File: config.mk
export PLATFORM = sky130hd
export DESIGN_NAME = lif_param_loader
export DESIGN_NICKNAME = d
export VERILOG_FILES = /design/src/rtl/lif_param_loader.sv
export SDC_FILE = /design/constraint.sdc
export NUM_CORES = 1
export LEC_CHECK = 0
export BUFFER_PORTS_ARGS = -buffer_cell sky130_fd_sc_hd__buf_2
export CORE_MARGIN = 5
export CORE_UTILIZATION = 48
export CTS_CLUSTER_DIAMETER = 40
export DETAILED_ROUTE_END_ITERATION = 10
export HOLD_SLACK_MARGIN = 0.12
export PLACE_DENSITY = 0.71
export SETUP_SLACK_MARGIN = 0.4
export SLEW_MARGIN = 15
export SYNTH_ARGS = -nofsm -noshare
export SYNTH_HDL_FRONTEND = slang
export SYNTH_SLANG_ARGS = --single-unit
File: constraint.sdc
create_clock -name clk -period 4 [get_ports clk]
set_input_delay 0 -clock clk [delete_from_list [all_inputs] [get_ports clk]]
set_output_delay 0 -clock clk [all_outputs]
set_load 0.02 [all_outputs]
File: src/rtl/lif_param_loader.sv
// Configuration loader for a LIF neuron core: accepts a parallel parameter frame,
// shifts it MSB first into the core, then waits (bounded) for the core to acknowledge.
module lif_param_loader #(
    parameter int FRAME_BITS = 32,
    parameter int TIMEOUT    = 16
) (
    input  logic                  clk,
    input  logic                  reset,
    input  logic                  run_en,
    input  logic [FRAME_BITS-1:0] cfg_data,
    input  logic                  cfg_valid,
    output logic                  cfg_ready,
    input  logic                  abort,
    input  logic                  params_ready,
    output logic                  load_mode,
    output logic                  serial_data,
    output logic                  core_enable,
    output logic                  busy,
    output logic                  done,
    output logic                  error
);

    localparam int BW = $clog2(FRAME_BITS + 1);
    localparam int TW = $clog2(TIMEOUT + 1);
    localparam logic [BW-1:0] LAST_BIT = BW'(FRAME_BITS - 1);
    localparam logic [BW-1:0] BIT_MAX  = BW'(FRAME_BITS);
    localparam logic [TW-1:0] LAST_TMO = TW'(TIMEOUT - 1);
    localparam logic [TW-1:0] TMO_MAX  = TW'(TIMEOUT);

    typedef enum logic [2:0] {
        S_IDLE,
        S_LOAD,
        S_WAIT_ACK,
        S_DONE,
        S_ERROR
    } state_t;

    state_t                state_reg, state_next;
    logic [FRAME_BITS-1:0] shift_reg;
    logic [BW-1:0]         bit_cnt_reg;
    logic [TW-1:0]         tmo_cnt_reg;
    logic                  error_reg;
    logic                  accept;

    assign accept = cfg_valid && cfg_ready;

    always_comb begin
        state_next = state_reg;
        case (state_reg)
            S_IDLE:     if (accept) state_next = S_LOAD;
            S_LOAD: begin
                if (abort)                        state_next = S_IDLE;
                else if (bit_cnt_reg == LAST_BIT) state_next = S_WAIT_ACK;
            end
            // abort has priority over a simultaneous acknowledge
            S_WAIT_ACK: begin
                if (abort)                        state_next = S_IDLE;
                else if (params_ready)            state_next = S_DONE;
                else if (tmo_cnt_reg == LAST_TMO) state_next = S_ERROR;
            end
            S_DONE:     state_next = S_IDLE;
            S_ERROR:    state_next = S_IDLE;
            default:    state_next = S_IDLE;
        endcase
    end

    always_ff @(posedge clk) begin
        if (reset) begin
            state_reg   <= S_IDLE;
            shift_reg   <= '0;
            bit_cnt_reg <= '0;
            tmo_cnt_reg <= '0;
            error_reg   <= 1'b0;
        end else begin
            state_reg <= state_next;
            if (accept) begin
                shift_reg   <= cfg_data;
                bit_cnt_reg <= '0;
                tmo_cnt_reg <= '0;
                error_reg   <= 1'b0;
            end else if (state_reg == S_LOAD) begin
                shift_reg <= {shift_reg[FRAME_BITS-2:0], 1'b0};
                if (bit_cnt_reg != BIT_MAX)
                    bit_cnt_reg <= bit_cnt_reg + 1'b1;
            end else if (state_reg == S_WAIT_ACK && !params_ready) begin
                if (tmo_cnt_reg != TMO_MAX)
                    tmo_cnt_reg <= tmo_cnt_reg + 1'b1;
            end
            // error rises together with entry into ERROR so it is visible in that cycle
            if (state_reg == S_WAIT_ACK && state_next == S_ERROR)
                error_reg <= 1'b1;
        end
    end

    assign cfg_ready   = (state_reg == S_IDLE) && !reset;
    assign core_enable = run_en && (state_reg == S_IDLE) && !error_reg && !reset;
    assign busy        = (state_reg == S_LOAD) || (state_reg == S_WAIT_ACK);
    assign load_mode   = (state_reg == S_LOAD);
    assign serial_data = (state_reg == S_LOAD) && shift_reg[FRAME_BITS-1];
    assign done        = (state_reg == S_DONE);
    assign error       = error_reg;

endmodule

==> impl_metrics.py <==
metrics = {
    "outcome": {
        "outcome": "finished clean",
    },
    "critical_path": {
        "worstRegToRegCells": 5,
        "rrSetupSlack_ns": 1.32,
        "crit_end": "shift_reg[24]",
        "critPathLaunch": "state_reg[0]",
        "rr_startpoint": "state_reg[0]",
        "worstPathRequired_ns": 4.23,
        "r2r-end": "shift_reg[24]",
        "max_stage_delay_ns": 0.68,
        "path_cells": "or3b_1, inv_2, a32oi_1, dlygate4sd3_1, a21oi_1",
        "cp.arrival_ns": 2.91,
        "cp_max_fo": 34,
        "cp-end-kind": "register",
        "cpMaxStageDelayCell": "or3b_1",
        "worstSetupPathType": "reg2reg",
        "cp-start-kind": "register",
    },
    "synth": {
        "yosys-top-cells-area": "dfxtp_1, a311oi_1, nand2_1",
        "synth_ff_type": "dfxtp_1",
        "syn_inst": 282,
        "ys.warnings.count": 0,
        "synth_area_um2": 2270,
        "synth.net_count": 325,
        "yosysTopAreaCell": "dfxtp_1",
        "synthMostInstantiatedCell": "nand2_1",
        "synthTopCellsByCount": "nand2_1, dfxtp_1, nor3_1, a311oi_1, clkbuf_1",
        "yosysUniqueCellTypes": 42,
        "synth-seq-area-share_pct": 41.4,
        "ys_seq_elements": 47,
        "syn_avg_cell_area_um2": 8.05,
        "synth_edf_count": 0,
        "synth_top_family_by_area": "simple AND/OR/NAND/NOR gates",
        "async_reset_ff_share_pct": 0,
        "synthDominantCellAreaShare_pct": 41.4,
        "synth_simple_gate_area_share_pct": 28.3,
        "synth-compound-area-share_pct": 19.8,
        "post_synth_fa_ha_maj_area_fraction_pct": 2.75,
        "synthXorXnorAreaFrac_pct": 0.386,
        "synthMuxAreaShare_pct": 0.882,
    },
    "drt": {
        "drtIter0Drc": 201,
        "route.top_layer_used": "met4",
        "wl_met2_um": 2790,
        "num_vias": 2275,
        "routed_via_density": 5.69,
        "drt-wirelength-per-cell_um": 14.2,
        "drc_errors": 0,
        "wl_met3_um": 250,
        "drt-pass1-iter-count": 4,
        "drt-met1-wl_um": 2560,
        "wirelength_um": 5680,
        "final_antenna_net_count": 0,
    },
    "cells_and_area": {
        "drive_gt1_share_pct": 16.8,
        "area_delta_synth_final_pct": 29.6,
        "largest_reg_flops": 32,
        "finalCoreUtilization_pct": 63.1,
        "ff_latch_area_um2": 941,
        "antenna_cells": 0,
        "multiInputGateArea_um2": 1180,
        "fin_area_um2": 2940,
        "fillers": 390,
        "fin_nets": 388,
    },
    "floorplanning": {
        "die_w_um": 78.8,
        "dieArea_um2": 6210,
        "core_um2": 4660,
        "ios": 45,
        "row_count": 25,
        "fp.dieH_um": 78.8,
        "initial_core_util_pct": 48.7,
    },
    "placement": {
        "place_hpwl_um": 3480,
        "postPlaceCellArea_um2": 2460,
        "place_ws_ns": 1.54,
        "io_buffers": 44,
        "gp_congestion": 0.802,
    },
    "sta": {
        "slew_headroom_pct": 28.9,
        "setup_tns_ns": 0,
        "rsz0062_at_grt": "no",
        "drv_slew": 0,
        "post-route-period-util_pct": 67.1,
        "period_minus_slack_ns": 2.68,
        "finalSetupViolCount": 0,
        "hold_violations": 0,
        "clock-skew-final_ns": 0.00440,
        "max_slew.worst_pin.slew_ns": 1.06,
        "layout_setup_ws_ns": 1.32,
        "fmax_ghz": 0.372,
    },
    "cts": {
        "cts_htree_levels": 2,
        "postCtsSetupBuffers": 0,
        "clock-sinks": 47,
        "insertion_delay_ns": 0.30,
        "cts.clk_slew.worst_paths_ns": 0.08,
        "clockBufferDepth": 2,
        "cts_buffers": 5,
        "cts_tree": "yes",
        "cts-root-buf": "clkbuf_8",
    },
    "global_routing": {
        "grt-ovfl-total": 0,
        "antenna_found_initial": 0,
        "grt_pass1_wl_um": 9690,
        "grt_util_all_layers_pct": 19.2,
        "grt_max_degree": 37,
        "grt_pass1_vias": 2207,
    },
    "power_and_ir_drop": {
        "finalPower_w": 0.00100,
        "p_leak_nw": 1.06,
        "p_per_area_nw_per_um2": 341,
        "max-vdd-ir-drop_v": 0.000223,
    },
    "flow_run": {
        "maxCapViolations": 0,
    },
    "worst_hold_path": {
        "hold_path.class": "in2reg",
    },
}
==> metal layers <==
layer	global-route usage [%]	vias to the layer above
met4	8.22	0
met5	0	-
met3	3.74	7
met2	33.4	46
li1	-	1155
met1	23.0	1067
==> kinds of logic (layout without fill, tap and decap cells) <==
kind of cell               after synthesis  in the layout
muxes                                    2              2
DFF                                     47             47
adders and majority gates                5              5
AOI/OAI and AO/OA                       59             59
and+or+nand+nor                        132            132
buffers and inverters                   36            100
xor gates and xnor gates                 1              1
==> what timing repair did <==
action | 4_1_cts | 5_1_grt
hold endpoints to repair | 37 | 0
gates resized for setup | 0 | 0
hold buffers | 36 | 0
==> layout by cell type (no fill, tap or decap), types with 6 or more instances in the layout <==
master,synthesis,routed
nand2_1,66,66
a21oi_1,9,9
nand3_1,10,10
nor3_1,31,31
dlygate4sd3_1,0,36
o21ai_0,6,6
clkbuf_8,0,6
dfxtp_1,47,47
a311oi_1,30,30
buf_2,3,44
inv_1,8,8
==> critical path: cells and delay by family, from the launching register on <==
family                 cells  cell delay [ns]
buffers and inverters      2             1.14
AND/OR/NAND/NOR            1             0.68
flip-flops                 1             0.55
AO/OA/AOI/OAI              2             0.24
==> stage by stage <==
step	hold WS, ns	instances
after floorplan	0.148	282
after global placement	0.296	356
after detailed placement	0.292	356
after CTS	0.239	400
after global routing	0.266	400
final	0.254	400
==> area by class of cell <==
type | count | area share (%)
Tap cell | 54 | 2.30
Multi-Input combinational cell | 199 | 40.2
Timing Repair Buffer | 82 | 20.2
Clock buffer | 6 | 2.81
Sequential cell | 47 | 32.0
Clock inverter | 2 | 1.19
Inverter | 10 | 1.28
==> worst min-delay path by stage <==
| stage | start | to | slack, ns | depth (start not counted) |
|---|---|---|---|---|
| floorplan | cfg_valid | shift_reg[0] | 0.15 | 2 |
| global placement | cfg_data[0] | shift_reg[0] | 0.30 | 3 |
| detailed placement | cfg_data[0] | shift_reg[0] | 0.29 | 3 |
| CTS | reset | shift_reg[24] | 0.24 | 2 |
| global route | reset | shift_reg[0] | 0.27 | 2 |
| finish | reset | shift_reg[24] | 0.25 | 2 |
==> power breakdown <==
group	switching (W)	leakage (nW)	internal (W)
logic	0.0000728	0.619	0.0000644
clock network	0.000157	0.0612	0.000202
registers	0.0000140	0.385	0.000493
Power figures use the tool's default switching activity.
